[config.mk]
export PLATFORM = sky130hd
export DESIGN_NAME = pc_sequencer
export DESIGN_NICKNAME = d
export VERILOG_FILES = /design/src/rtl/pc_sequencer.sv
export SDC_FILE = /design/constraint.sdc
export NUM_CORES = 1
export LEC_CHECK = 0
export CELL_PAD_IN_SITES_DETAIL_PLACEMENT = 2
export CELL_PAD_IN_SITES_GLOBAL_PLACEMENT = 2
export CORE_ASPECT_RATIO = 2
export CORE_UTILIZATION = 25
export CTS_CLUSTER_DIAMETER = 80
export DETAILED_ROUTE_END_ITERATION = 10
export PLACE_DENSITY_LB_ADDON = 0.1
export SKIP_CTS_REPAIR_TIMING = 1
export SLEW_MARGIN = 20
export SYNTH_ARGS = -nofsm -noshare
export SYNTH_HDL_FRONTEND = slang
export SYNTH_SLANG_ARGS = --single-unit
[constraint.sdc]
create_clock -name clk -period 6.5 [get_ports clk]
set_clock_uncertainty 0.05 [all_clocks]
set_input_delay 1.3 -clock clk [delete_from_list [all_inputs] [get_ports clk]]
set_output_delay 1.3 -clock clk [all_outputs]
set_load 0.005 [all_outputs]
[src/rtl/pc_sequencer.sv]
// pc_sequencer: fetch-PC controller for the 5-stage LEGv8 pipeline
//
// Owns the PC register and picks the next fetch address from PC+4, a
// hazard stall, a decode-stage static prediction or a resolve-stage redirect.
// It also drives the per-stage flush strobes and the saturating branch and
// mispredict counters.
//
// Optional feature: define STATIC_BTFN_PREDICT_EN to enable backward-taken /
// forward-not-taken prediction of CBZ/CBNZ in decode and to honour br_pred at
// resolution. Without the macro, id_pred_taken is 0 and br_pred is ignored.
//
// Ports:
//   clk, rst_n          clock (rising edge), synchronous active-low reset
//   stall               load-use hazard, hold PC
//   br_valid            branch resolving this cycle
//   br_uncond/cbz/cbnz  kind of the resolving branch
//   br_zero             ALU zero flag of the resolving branch
//   br_pred             prediction carried with the resolving branch
//   br_pc, br_imm       PC and sign-extended word offset of the resolving branch
//   id_valid, id_is_cb  decode instruction valid / is CBZ or CBNZ
//   id_pc, id_imm       PC and sign-extended word offset in decode
//   pc, fetch_valid     registered fetch address and its valid
//   id_pred_taken       prediction for the decode instruction (comb.)
//   flush               {EX/MEM, ID/EX, IF/ID} squash strobes (comb.)
//   br_count            resolved branches (saturating)
//   mispred_count       resolve-stage redirects (saturating)
module pc_sequencer #(
    parameter logic [63:0] RESET_PC = 64'h0,
    parameter int          CNT_W    = 32
) (
    input  logic             clk,
    input  logic             rst_n,
    input  logic             stall,
    input  logic             br_valid,
    input  logic             br_uncond,
    input  logic             br_cbz,
    input  logic             br_cbnz,
    input  logic             br_zero,
    input  logic             br_pred,
    input  logic [63:0]      br_pc,
    input  logic [63:0]      br_imm,
    input  logic             id_valid,
    input  logic             id_is_cb,
    input  logic [63:0]      id_pc,
    input  logic [63:0]      id_imm,
    output logic [63:0]      pc,
    output logic             fetch_valid,
    output logic             id_pred_taken,
    output logic [2:0]       flush,
    output logic [CNT_W-1:0] br_count,
    output logic [CNT_W-1:0] mispred_count
);
    typedef enum logic {BOOT, RUN} state_t;

    state_t           state_q, state_d;
    logic [63:0]      pc_q, pc_d;
    logic             fetch_valid_q, fetch_valid_d;
    logic [CNT_W-1:0] br_cnt_q, br_cnt_d, mis_cnt_q, mis_cnt_d;
    logic             run, taken, pred, mis, idp;
    logic [63:0]      br_tgt, id_tgt;

    // Comb outputs stay quiet during reset and BOOT.
    assign run    = rst_n & (state_q == RUN);
    assign taken  = br_uncond | (br_cbz & br_zero) | (br_cbnz & ~br_zero);
    assign mis    = run & br_valid & (taken != pred);
    assign br_tgt = br_pc + {br_imm[61:0], 2'b00};
    assign id_tgt = id_pc + {id_imm[61:0], 2'b00};

`ifdef STATIC_BTFN_PREDICT_EN
    assign pred = br_pred;
    assign idp  = run & id_valid & id_is_cb & id_imm[63] & ~stall & ~mis;
    logic unused_bits;
    assign unused_bits = ^{br_imm[63:62], id_imm[62]};
`else
    assign pred = 1'b0;
    assign idp  = 1'b0;
    logic unused_bits;
    assign unused_bits = ^{br_pred, id_valid, id_is_cb, id_imm[63:62], br_imm[63:62]};
`endif

    always_comb begin
        state_d       = RUN;
        fetch_valid_d = 1'b1;
        pc_d          = (state_q == BOOT) ? pc_q :
                        mis   ? (taken ? br_tgt : br_pc + 64'd4) :
                        stall ? pc_q :
                        idp   ? id_tgt : pc_q + 64'd4;
        br_cnt_d      = (run & br_valid & ~&br_cnt_q) ? br_cnt_q + CNT_W'(1) : br_cnt_q;
        mis_cnt_d     = (mis & ~&mis_cnt_q) ? mis_cnt_q + CNT_W'(1) : mis_cnt_q;
        flush         = mis ? 3'b111 : {2'b00, idp};
        id_pred_taken = idp;
    end

    always_ff @(posedge clk) begin
        if (!rst_n) begin
            state_q       <= BOOT;
            pc_q          <= RESET_PC;
            fetch_valid_q <= 1'b0;
            br_cnt_q      <= '0;
            mis_cnt_q     <= '0;
        end else begin
            state_q       <= state_d;
            pc_q          <= pc_d;
            fetch_valid_q <= fetch_valid_d;
            br_cnt_q      <= br_cnt_d;
            mis_cnt_q     <= mis_cnt_d;
        end
    end

    assign pc            = pc_q;
    assign fetch_valid   = fetch_valid_q;
    assign br_count      = br_cnt_q;
    assign mispred_count = mis_cnt_q;
endmodule

After elaboration in Yosys (flattened, before gate mapping)
Index checks and enable logic that the tools add are counted.
{ "word_totals": {"register_bits": 129, "in_bits": 267, "out_inout_bits": 133, "elab_cells": 30} }
{ "classes": {"addsub": 5, "n_eq_ne": 1, "muxes": 5, "bitwise_logic": 10, "n_reduce_logical": 5} }
{ "op_table": {"columns": ["op", "count"], "rows": [
  ["$mux W64", 3],
  ["$add A64 B3 Y64 const B", 2],
  ["$add A32 B1 Y32 const B", 2],
  ["$add A64 B64 Y64", 1],
  ["$reduce_and A32 Y1", 2],
  ["$and A1 B1 Y1", 7],
  ["$mux W3", 1],
  ["$logic_not A1 Y1", 2],
  ["$ne A2 B1 Y1 const B", 1],
  ["$or A1 B1 Y1", 2],
  ["$reduce_and A2 Y1", 1],
  ["$mux W1", 1],
  ["$not A1 Y1", 1]
]} }

Logic depth before layout (Yosys ltp)
Gate-level depths: netlist (run 1).
{ "depth": {"word_depth": 6, "ltp_mapped": 15, "ltp_nobuf": 14} }

Worst setup path before layout (run 1)
OpenSTA, ideal clock, no wires.
{ "synth_path": {"path_kind": "input -> register", "startpoint": "in br_cbnz", "endpoint": "reg pc_q[59] (netlist: pc[59])", "setup_ns": 0.079, "arrival_ns": 4.600, "t_required_ns": 6.371, "path_slack_ns": 1.771, "cell_stages": 14, "cell_sequence": "nor2b_1 > a211oi_1 > clkbuf_1 > nor2b_1 > ha_1 > buf_4 > nand3_1 > or4_1 > a311oi_2 > o21ai_2 > a211oi_4 > nor3_1 > or4_1 > o211ai_1"} }
{ "synth_between": {"elab_chain_cells": 5} }
{ "synth_lines": {"columns": ["item", "line_no", "text"], "rows": [
  ["start, declared", "37", "input logic br_cbnz,"],
  ["$and A1 B1 Y1 (*)", "64", "assign taken = br_uncond | (br_cbz & br_zero) | (br_cbnz & ~br_zero);"],
  ["$or A1 B1 Y1 (*)", "64", null],
  ["$and A1 B1 Y1", "65", "assign mis = run & br_valid & (taken != pred);"],
  ["$ne A2 B1 Y1 (no source line)", null, null],
  ["$reduce_and A2 Y1 (no source line)", null, null],
  ["end signal, assigned", "103", "pc_q <= pc_d;"],
  ["end, declared", "56", "logic [63:0] pc_q, pc_d;"]
]} }
Every way passes the cells marked *; elsewhere a longest branch is shown, timed or not.
A chain may end at the register's enable or synchronous reset.

Worst setup path in the final report (run 1)
{ "layout_path": {"startpoint": "in br_zero", "endpoint": "reg pc_q[61] (netlist: pc[61])"} }
{ "layout_between": {"elab_chain_cells": 6} }
{ "layout_lines": {"columns": ["item", "line_no", "text"], "rows": [
  ["start, declared", "38", "input logic br_zero,"],
  ["$and A1 B1 Y1 or $not A1 Y1 (tied branches)", "64", null],
  ["$or A1 B1 Y1 or $and A1 B1 Y1 (tied branches)", "64", null],
  ["$or A1 B1 Y1 (*)", "64", null],
  ["$and A1 B1 Y1", "65", null],
  ["$ne A2 B1 Y1 (no source line)", null, null],
  ["$reduce_and A2 Y1 (no source line)", null, null]
]} }
Marked as above.

==> flow_summary.toml, run 1 <==
[drt]
wl_per_cell_um = 20.72
drt_iter0_drc = 224
ant_nets = 0
via_per_inst = 5.165
drt_wl_total_mm = 44.11
firstDrtPassIters = 4
drc = 0
vias = 11000

[final_layout]
stdcell_count = 2129
nFillCells = 4727
drive_above_1_share_pct = 3.940
nets = 1919
finish.utilization_pct = 34.48
area_growth_pct = 35.50
design_area_um2 = 13950
antenna_cells = 0

[logic_synthesis]
ys.flop_type = "dfxtp_1"
ys_seq_area_share_pct = 25.08
ys_types = 84
synth_seq_cells = 129
synth_area_um2 = 10300
synth-edff-count = 0
synth_nets = 1690
yosysWarnings = 0
syn_inst = 1358
avgSynthCellArea_um2 = 7.583
synthArstFlopShare_pct = 0

[clock_network]
insertion_delay_ns = 0.45
cts_tree = "done"
cts_root_buf = "clkbuf_16"
cts_max_level = 4
cts_sinks = 129
clk_path_buf_depth = 2
cts_buffers = 17
cts.clk_slew.worst_paths_ns = 0.06

[die]
io_pins = 400
initial_core_util_pct = 25.45
die_h_um = 289.0
die_area_um2 = 42050
fp-row-count = 104
core_um2 = 40470
die_w_um = 145.5

[place]
place.gp.congestion = 0.8156
dp_slack_ns = 0.5754
detailed_place_hpwl_mm = 35.59
place_area_um2 = 13360
dp_cells = 2098
place.port_buffers = 265

[global_routing]
grt_antenna_before_repair = 0
first_global_vias = 12270
grt_first_pass_wirelength_mm = 68.54
overflow = 0
grt.total_usage_pct = 21.20
grt_max_degree = 68

[timing]
drv_slew = 0
finalCritPeriodShare_pct = 83.53
max_freq_mhz = 184.2
finalHoldViolations = 0
final-setup-viol-count = 0
worst_slew_pin_slew_ns = 0.9686
slew_headroom_pct = 35.43
fin_crit_ns = 5.429
holdWs_ns = 0.4065
setup_tns_ns = 0
rsz0062_at_grt = "no"
finalWorstSetupSlack_ns = 1.071

[setup_path]
crit_fanout = 43
startpoint = "br_zero"
cp_data_arrival_time_ns = 5.77
end_kind = "flip-flop"
reg2reg_from = "pc[11]$_SDFFE_PN0P_"
start_kind = "input port"
path_class = "input port to flip-flop"
required_ns = 6.84
regToRegSetupSlack_ns = 3.26

[power]
design_power_total_mw = 2.611
leakagePower_nw = 5.086
cellPowerDensity_nw_per_um2 = 187.2
peakVddDrop_uv = 138.9

[flow_run]
maxCapViolations = 0

[hold_path]
worstHoldPathType = "flip-flop to flip-flop"
hold_start = "pc[1]$_SDFFE_PN0P_"

[outcome]
status = "finished, final reports clean"
==> cell usage in the layout, fill, tap and decap left out, types with 20 or more instances in the layout <==
cell             count
nand2_1            133
dfxtp_1            129
and3_1              20
xor2_1              88
clkdlybuf4s50_1    265
o21ai_0             63
xnor2_1             69
nor2b_1             67
a21oi_1            114
and4_1              20
nor2_1             144
a211oi_1            36
ha_1                64
nand3_1             63
inv_1               30
a21o_1              24
nand4_1             40
==> worst max-delay path: stages <==
cell             delay (ns)
clkdlybuf4s50_1        0.52
nor2b_1                0.09
a211oi_4               0.19
buf_12                 0.27
buf_4                  0.29
nor2b_1                0.08
ha_1                   0.46
nand2_1                0.17
nor3_1                 0.44
nand3_1                0.22
or4_1                  0.45
o221ai_1               0.44
a21oi_1                0.21
a2111oi_0              0.45
a221o_1                0.16
==> power breakdown <==
| group | switching (mW) | internal (mW) |
|---|---|---|
| clock network | 0.411 | 0.601 |
| logic | 0.418 | 0.331 |
| registers | 0.0350 | 0.816 |
| total | 0.864 | 1.75 |
==> layer usage <==
| metal | up-vias | part of all wire [%] | global-route usage [%] |
|---|---|---|---|
| li1 | 5280 | - | - |
| met1 | 5397 | 38 | 21.09 |
| met2 | 258 | 56 | 42.90 |
| met3 | 61 | 2.9 | 3.150 |
| met4 | 0 | 3.2 | 9.079 |
| met5 | - | 0 | 0 |
==> final cells by class <==
| type | instances | area (um2) | area share, % |
|---|---|---|---|
| clock buffer | 18 | 429.2 | 3.076 |
| timing repair buffer | 274 | 2733 | 19.58 |
| tap | 530 | 663.1 | 4.753 |
| sequential | 129 | 2582 | 18.51 |
| inverter | 32 | 120.1 | 0.8608 |
| multi-input combinational | 1133 | 7264 | 52.06 |
| clock inverter | 13 | 161.4 | 1.157 |
==> sequential cells by signal, summed over array words and instances, names as in the netlist <==
register       cells
mispred_count     32
state_q            1
br_count          32
pc                64
==> cells in the mapped netlist, drive strengths merged, types with 19 or more instances <==
| cell | n | area [um2] |
|---|---|---|
| a211oi | 39 | 310.3 |
| a21o | 25 | 188.9 |
| a21oi | 115 | 579.3 |
| and2 | 19 | 120.1 |
| and3 | 20 | 125.1 |
| and4 | 20 | 175.2 |
| buf | 20 | 150.1 |
| clkbuf | 43 | 182.7 |
| dfxtp | 129 | 2582 |
| ha | 64 | 800.8 |
| inv | 31 | 116.4 |
| nand2 | 134 | 505.5 |
| nand3 | 63 | 315.3 |
| nand4 | 41 | 262.8 |
| nor2 | 144 | 540.5 |
| nor2b | 67 | 419.2 |
| nor3 | 20 | 105.1 |
| o21ai | 65 | 329.1 |
| or3 | 19 | 118.9 |
| xnor2 | 69 | 604.3 |
| xor2 | 88 | 770.7 |
==> final timing paths <==
| kind | endpoint | depth (start not counted) |
|---|---|---|
| setup / recovery | pc[61]$_SDFFE_PN0P_ | 15 |
| hold / removal | pc[1]$_SDFFE_PN0P_ | 2 |
| setup reg to reg | pc[61]$_SDFFE_PN0P_ | 9 |
| hold reg to reg | pc[1]$_SDFFE_PN0P_ | 2 |
==> cells by family after synthesis <==
kind of cell / share of synthesized area (%)
XOR/XNOR: 13.35
AND/OR/NAND/NOR: 27.90
AO/OA/AOI/OAI: 20.78
multiplexers: 0.3888
flip-flops: 25.08
buffers and inverters: 4.496
adder cells (fa/ha/maj): 7.971
other: 0.03642
(Power assumes the default switching activity.)
==> inputs of run 2 (changes only) <==
--- a/config.mk
+++ b/config.mk
@@ -8,7 +8,7 @@
 export CELL_PAD_IN_SITES_DETAIL_PLACEMENT = 2
 export CELL_PAD_IN_SITES_GLOBAL_PLACEMENT = 2
 export CORE_ASPECT_RATIO = 2
-export CORE_UTILIZATION = 25
+export CORE_UTILIZATION = 24
 export CTS_CLUSTER_DIAMETER = 80
 export DETAILED_ROUTE_END_ITERATION = 10
 export PLACE_DENSITY_LB_ADDON = 0.1
==> constraint.sdc (replaced) <==
create_clock -name clk -period 5.45 [get_ports clk]
set_clock_uncertainty 0.05 [all_clocks]
set_input_delay 1.09 -clock clk [delete_from_list [all_inputs] [get_ports clk]]
set_output_delay 1.09 -clock clk [all_outputs]
set_load 0.005 [all_outputs]
==> run 2 against run 1 <==
  * Critical path depth rose by 1
  * Die area rose by 4.1%
  * Combinational power rose by 28%
  * Sequential power rose by 20%
  * First-iteration DRC count rose by 20%
  * Non-clock buffer count rose by 58
  * Cell count rose by 3.4%
  * Core utilization fell by 0.47 points
  * Flip-flop and latch count did not move
  * Via count rose by 2.2%
==> flow_summary.toml, run 2 (same netlist as run 1, synthesis figures left out) <==
[place]
detailed_place_hpwl_mm = 37.14
place.gp.congestion = 0.8530
place.port_buffers = 265

[drt]
drt_iter0_drc = 269
firstDrtPassIters = 6
vias = 11240
drc = 0
via_per_inst = 5.103
ant_nets = 0
wl_per_cell_um = 20.31
drt_wl_total_mm = 44.72

[setup_path]
path_class = "input port to flip-flop"
cp_data_arrival_time_ns = 5.19
end_kind = "flip-flop"
startpoint = "br_zero"
reg2reg_from = "br_count[4]$_SDFFE_PN0P_"
start_kind = "input port"
crit_fanout = 28
required_ns = 5.76

[die]
core_um2 = 42440
die_w_um = 148.5
die_h_um = 294.9
fp-row-count = 107
die_area_um2 = 43790
initial_core_util_pct = 24.26
io_pins = 400

[global_routing]
overflow = 0
grt.total_usage_pct = 20.61
grt_max_degree = 48
grt_first_pass_wirelength_mm = 68.54
first_global_vias = 12240
grt_antenna_before_repair = 1

[power]
cellPowerDensity_nw_per_um2 = 217.9
design_power_total_mw = 3.144
leakagePower_nw = 5.365
peakVddDrop_uv = 197.8

[clock_network]
cts_root_buf = "clkbuf_16"
cts_max_level = 4
cts.clk_slew.worst_paths_ns = 0.06
cts_tree = "done"
cts_buffers = 17
clk_path_buf_depth = 2
cts_sinks = 129
insertion_delay_ns = 0.44

[timing]
drv_slew = 0
worst_slew_pin_slew_ns = 0.7067
slew_headroom_pct = 52.82
max_freq_mhz = 204.7
final-setup-viol-count = 0
rsz0062_at_grt = "no"
finalHoldViolations = 0
setup_tns_ns = 0
holdWs_ns = 0.4151
fin_crit_ns = 4.885
finalCritPeriodShare_pct = 89.64

[outcome]
status = "finished, final reports clean"

[hold_path]
hold_start = "pc[0]$_SDFFE_PN0P_"
worstHoldPathType = "flip-flop to flip-flop"

[final_layout]
final_cell_mix = "clkdlybuf4s50_1 (265), nor2_1 (144), nand2_1 (133)"
area_growth_pct = 40.15
largest_reg_flops = 64
final_common_cell = "clkdlybuf4s50_1"
nets = 1977
drive_above_1_share_pct = 7.363
antenna_cells = 0

[flow_run]
maxCapViolations = 0
[run 2: cell count changes in the layout (fill, tap and decap cells not counted)]
cell,delta
clkinvlp_4,+2
clkbuf_1,-1
clkinv_4,-1
buf_12,+3
buf_4,+55
clkbuf_8,+1
bufinv_16,-1
[run 2: where the power goes]
part / internal [mW] / switching (mW)
logic: 0.444 / 0.517
clock network: 0.682 / 0.485
registers: 0.973 / 0.0430
[run 2: area by class of cell]
class	instances	area, um2
Timing Repair Buffer	332	3206
Tap cell	545	681.9
Inverter	32	120.1
Multi-Input combinational cell	1133	7264
Clock buffer	18	439.2
Sequential cell	129	2582
Clock inverter	13	137.6
Fill cell	4930	28010
[run 2: metrics by stage]
step / worst slack (ns) / utilization (%) / cells / area (um2)
after floorplan: 0.9307 / - / 1358 / 10300
after global placement: 0.08543 / 32.65 / 2171 / 13850
after detailed placement: 0.04888 / 32.65 / 2171 / 13850
after CTS: 0.5268 / 34.00 / 2202 / 14430
after global routing: 0.3298 / 34.00 / 2202 / 14430
final: 0.5648 / 34.00 / 2202 / 14430
[run 2: metal layers]
metal  GRT usage, %  up-vias  share of wire [%]
li1               -     5400                  -
met1          20.42     5525                 37
met2          41.04      253                 56
met3          2.670       56                3.5
met4          9.806        2                3.9
met5              0        -              0.027
[run 2: worst max-delay path, cell delays in order]
cell	delay [ns]
clkdlybuf4s50_1	0.43
buf_4	0.15
a211oi_4	0.25
buf_12	0.18
buf_12	0.17
nor2b_1	0.07
ha_1	0.43
a21oi_1	0.12
o21ai_0	0.46
o2bb2ai_1	0.23
o31ai_1	0.38
o21ai_2	0.17
a211oi_4	0.34
nor3_1	0.11
or4_1	0.48
o211ai_1	0.10
[run 2: worst paths after layout]
kind,endpoint,cells after the start,slack [ns]
max reg2reg,br_count[30]$_SDFFE_PN0P_,8,2.41
max,pc[59]$_SDFFE_PN0P_,16,0.56
min,pc[0]$_SDFFE_PN0P_,2,0.42
min reg2reg,pc[0]$_SDFFE_PN0P_,2,0.42
==> inputs of run 3 (changes only) <==
--- a/config.mk
+++ b/config.mk
@@ -8,6 +8,7 @@
 export CELL_PAD_IN_SITES_DETAIL_PLACEMENT = 2
 export CELL_PAD_IN_SITES_GLOBAL_PLACEMENT = 2
 export CORE_ASPECT_RATIO = 2
+export CORE_MARGIN = 2
 export CORE_UTILIZATION = 24
 export CTS_CLUSTER_DIAMETER = 80
 export DETAILED_ROUTE_END_ITERATION = 10
==> run 3 against run 2 <==
  * Clock-buffer cell count is 2 higher
  * First-iteration DRC count is 20% lower
  * Register-to-register slack gained 0.06 ns
  * Wire length decreased by 0.64%
  * Critical path type unchanged
==> flow_summary.toml, run 3 (same netlist as run 1, synthesis figures left out) <==
[setup_path]
reg2reg_from = "br_count[4]$_SDFFE_PN0P_"
end_kind = "flip-flop"
regToRegSetupSlack_ns = 2.47
rr_worst_depth = 8
required_ns = 5.76
crit_fanout = 24
rr_endpoint = "br_count[30]$_SDFFE_PN0P_"
crit_end = "pc[42]$_SDFFE_PN0P_"
cp_data_arrival_time_ns = 5.54
start_kind = "input port"
startpoint = "br_zero"
path_class = "input port to flip-flop"

[die]
initial_core_util_pct = 24.26
die_w_um = 150.5
fp-row-count = 107
core_um2 = 42440
die_area_um2 = 44680
die_h_um = 296.9
io_pins = 400

[place]
detailed_place_hpwl_mm = 36.99
place.gp.congestion = 0.8491
dp_cells = 2172
place.port_buffers = 265

[final_layout]
stdcell_count = 2204
nets = 1978
largest_reg_flops = 64
final_common_cell = "clkdlybuf4s50_1"
nFillCells = 4927
area_growth_pct = 40.23
antenna_cells = 0
final_cell_mix = "clkdlybuf4s50_1 (265), nor2_1 (144), nand2_1 (133)"
drive_above_1_share_pct = 7.414

[global_routing]
grt_antenna_before_repair = 1
first_global_vias = 12300
grt_first_pass_wirelength_mm = 67.66
grt_max_degree = 48
overflow = 0
grt.total_usage_pct = 19.64

[clock_network]
cts_sinks = 129
clk_path_buf_depth = 2
cts_max_level = 4
cts.clk_slew.worst_paths_ns = 0.07
cts_buffers = 17
insertion_delay_ns = 0.44
cts_root_buf = "clkbuf_16"
cts_tree = "done"

[timing]
rsz0062_at_grt = "no"
fin_crit_ns = 5.230
drv_slew = 0
finalCritPeriodShare_pct = 95.97
finalHoldViolations = 0
max_freq_mhz = 191.2
final-setup-viol-count = 0
slew_headroom_pct = 48.28
worst_slew_pin_slew_ns = 0.7759

[drt]
firstDrtPassIters = 4
drt_wl_total_mm = 44.44
drt_iter0_drc = 216
wl_per_cell_um = 20.16
via_per_inst = 5.063
vias = 11160
ant_nets = 0
drc = 0

[power]
cellPowerDensity_nw_per_um2 = 218.3
design_power_total_mw = 3.152
peakVddDrop_uv = 212.7
leakagePower_nw = 5.373

[outcome]
status = "finished, final reports clean"

[hold_path]
worstHoldPathType = "flip-flop to flip-flop"

[flow_run]
maxCapViolations = 0
[run 3: cell types whose count changed in the layout (fill, tap and decap cells not counted)]
cell / change
clkbuf_8: +1
inv_6: -1
clkinvlp_4: -1
buf_4: +2
clkinv_2: -1
clkbuf_1: +1
clkinv_4: +2
buf_12: -1
[run 3: final cells by class]
cell class                      count  area (um2)  area share [%]
Multi-Input combinational cell   1133        7264           50.31
Timing Repair Buffer              333        3201           22.16
Sequential cell                   129        2582           17.88
Tap cell                          545       681.9           4.722
Clock buffer                       20       456.7           3.163
Clock inverter                     12       133.9          0.9271
Inverter                           32       120.1          0.8318
[run 3: how the worst min path moves through the flow]
stage / end / cells past startpoint / slack, ns / startpoint
CTS: pc[0]$_SDFFE_PN0P_ / 2 / 0.42 / pc[0]$_SDFFE_PN0P_
global route: pc[0]$_SDFFE_PN0P_ / 2 / 0.45 / pc[0]$_SDFFE_PN0P_
detailed placement: pc[0]$_SDFFE_PN0P_ / 2 / 0.41 / pc[0]$_SDFFE_PN0P_
global placement: pc[0]$_SDFFE_PN0P_ / 2 / 0.39 / pc[0]$_SDFFE_PN0P_
floorplan: pc[0]$_SDFFE_PN0P_ / 2 / 0.40 / pc[0]$_SDFFE_PN0P_
finish: pc[0]$_SDFFE_PN0P_ / 2 / 0.42 / pc[0]$_SDFFE_PN0P_
[run 3: critical path, stage by stage]
cell	delay, ns
clkdlybuf4s50_1	0.42
buf_4	0.15
a211oi_4	0.23
buf_12	0.17
buf_4	0.27
nor2b_1	0.08
ha_1	0.44
nand2_1	0.12
o21ai_0	0.59
a21oi_1	0.20
o31ai_1	0.40
o21ba_2	0.24
o31ai_1	0.49
xnor2_1	0.23
buf_4	0.18
a211oi_1	0.21
[run 3: routing by layer]
metal | vias to the layer above | global-route usage (%) | routed length [um]
met4 | 0 | 6.604 | 1101
li1 | 5409 | - | -
met1 | 5465 | 20.00 | 16590
met2 | 247 | 39.18 | 24930
met3 | 38 | 2.903 | 1818
met5 | - | 0 | 0
[run 3: where the power goes]
part           internal (mW)  switching [mW]
combinational          0.446           0.516
sequential             0.973          0.0429
clock                  0.698           0.476
total                   2.12            1.03
[run 3: stage by stage]
stage / util (%) / setup WS (ns) / cell area (um2) / setup TNS, ns / hold WS [ns]
6_report: 34.03 / 0.2196 / 14440 / 0 / 0.4178
3_3_place_gp: 32.63 / -0.1060 / 13850 / -0.1060 / 0.3935
4_1_cts: 34.03 / 0.3119 / 14440 / 0 / 0.4221
3_5_place_dp: 32.63 / -0.1429 / 13850 / -0.4613 / 0.4130
2_1_floorplan: - / 0.9307 / 10300 / 0 / 0.4027
5_1_grt: 34.03 / 0.1127 / 14440 / 0 / 0.4469
==> RTL change: new RTL, settings of run 3 <==
Add a define of `STATIC_BTFN_PREDICT_EN`.
--- a/src/rtl/pc_sequencer.sv
+++ b/src/rtl/pc_sequencer.sv
@@ -25,4 +25,6 @@
 //   br_count            resolved branches (saturating)
 //   mispred_count       resolve-stage redirects (saturating)
+`define STATIC_BTFN_PREDICT_EN
+
 module pc_sequencer #(
     parameter logic [63:0] RESET_PC = 64'h0,
Formal check against the unedited RTL: not equivalent (a bounded check fails within 4 cycles, from zero or initial values and one cycle with rst_n low).
==> RTL change against run 3 <==
  * Synthesized cell count grew 58%
  * Register-to-register slack got worse by 0.65 ns
  * Cell area grew 46%
  * Hold slack improved by 0.042 ns
  * Non-clock buffer count rose by 185
  * Routed wire length increased by 83%
  * Setup slack better by 0.057 ns
  * Largest cell class unchanged
  * Synthesized area increased by 47%
  * Critical path depth up 4
  * Total power up 30%
  * Sequential cell count unchanged
==> RTL change: results (changes against run 3) <==
status: "finished clean"
startpoint_type: "input pin"
hold_slack_ns: 0.460  # +0.0421 ns
drive_above_1_share_pct: 7.54  # +0.12 points
grt_pass1_wl_um: 122000  # +80%
grt_max_degree: 55  # +15%
vias: 18300  # +64%
power.leakage_nw: 8.02  # +49%
synth.mux.area_fraction_pct: 0.869  # +0.48 points
p_clk_w: 0.00120
timing.rr.end: "pc[53]"
hold_path_end: "mispred_count[9]"
place_congestion: 0.882  # +3.8%
dpl.cell_count: 3321  # +53%
relSlewSlack_pct: 37.4  # -11 points
power_density_mw_per_mm2: 194  # -11%
synth-adder-area-share_pct: 10.6  # +2.6 points
synthTopCellsByArea: "dfxtp_1 (17%), ha_1 (10%), a21oi_1 (7.3%)"
synth_cell_type_count: 92  # +9.5%
drtIter0Drc: 518  # +140%
synth_top_family_by_area: "compound AO/OA/AOI/OAI gates"
r2r-start: "pc[31]"
routed_wirelength_um: 81200  # +83%
dp_hpwl_um: 68700  # +86%
syn_area_per_cell_um2: 7.07  # -6.7%
cp.arrival_ns: 5.52  # -0.02 ns
synth.cells.most_frequent: "a21oi_1 (220), nor2_1 (198), nand2_1 (175), o21ai_0 (166), dfxtp_1 (129)"
min_from: "mispred_count[9]"
htreeDepth: 4  # unchanged
syn_nets: 2533  # +50%
grt_pass1_vias: 20600  # +68%
crit_path_max_fanout: 12  # -50%
portBuffers: 396  # +49%
p_switching_w: 0.00165  # +60%
synth_compound_area_share_pct: 29.2  # +8.4 points
synth-xor-area-share_pct: 10.9  # -2.5 points
dpl_worst_slack_ns: -0.233  # -0.0904 ns
final_cell_count_no_fill: 3353  # +52%
track_usage_pct: 24.5  # +4.9 points
ys_warn_count: 0  # unchanged
ys_seq_area_share_pct: 17.1  # -8.0 points
fin_nets: 2942  # +49%
ir_drop_uv: 238  # +12%
num-fill-cells: 7370  # +50%
slowest_stage: "clkdlybuf4s50_1"
clk_latency_ns: 0.46  # +0.02 ns
reg2reg_slack_ns: 1.82  # -0.65 ns
max_stage_delay_ns: 0.46  # -0.13 ns
p_comb_share_pct: 45.8  # +15 points
rr_worst_depth: 10  # +2
postPlaceCellArea_mm2: 0.0205  # +48%
## RTL change: cell types whose count changed in the layout (fill, tap and decap cells not counted), sizes merged, moves of 19 or more
cell                  run 3  this run
buf                      68       123
nand4                    41        77
nor2                    144       200
a21oi                   115       220
xnor2                    69        97
nor3                     20        46
a31oi                     4        26
nand2                   134       175
nand3                    63        88
a21o                     25        61
ha                       64       125
inv                      32        51
clkdlybuf4s50           265       395
o21ai                    65       174
## RTL change: tightest hold or removal path, delay by kind of cell (launching register included)
kind | cells | cell delay (ns)
flops | 1 | 0.33
compound gates | 2 | 0.14
## RTL change: how the worst max path moves through the flow
| stage | slack, ns | cells after the start | start | to |
|---|---|---|---|---|
| 2_1_floorplan | 0.84 | 16 | br_zero | pc[49] |
| 3_3_place_gp | -0.18 | 20 | br_zero | pc[46] |
| 3_5_place_dp | -0.23 | 19 | br_zero | pc[46] |
| 4_1_cts | 0.24 | 19 | br_zero | pc[46] |
| 5_1_grt | 0.04 | 20 | br_zero | pc[46] |
| 6_report | 0.28 | 20 | br_zero | pc[46] |
## RTL change: layout make-up
| cell class | count | area [um2] | area share (%) |
|---|---|---|---|
| tap | 792 | 991 | 4.69 |
| sequential | 129 | 2580 | 12.2 |
| clock inverter | 14 | 158 | 0.747 |
| multi-input combinational | 1834 | 11900 | 56.3 |
| inverter | 48 | 180 | 0.853 |
| clock buffer | 18 | 429 | 2.03 |
| timing repair buffer | 518 | 4890 | 23.1 |
## RTL change: layer usage
layer / global-route usage (%) / wire length (um)
met1: 22.1 / 27300
met5: 0 / 18
met2: 51.2 / 47000
met4: 12.7 / 4340
met3: 3.22 / 2610
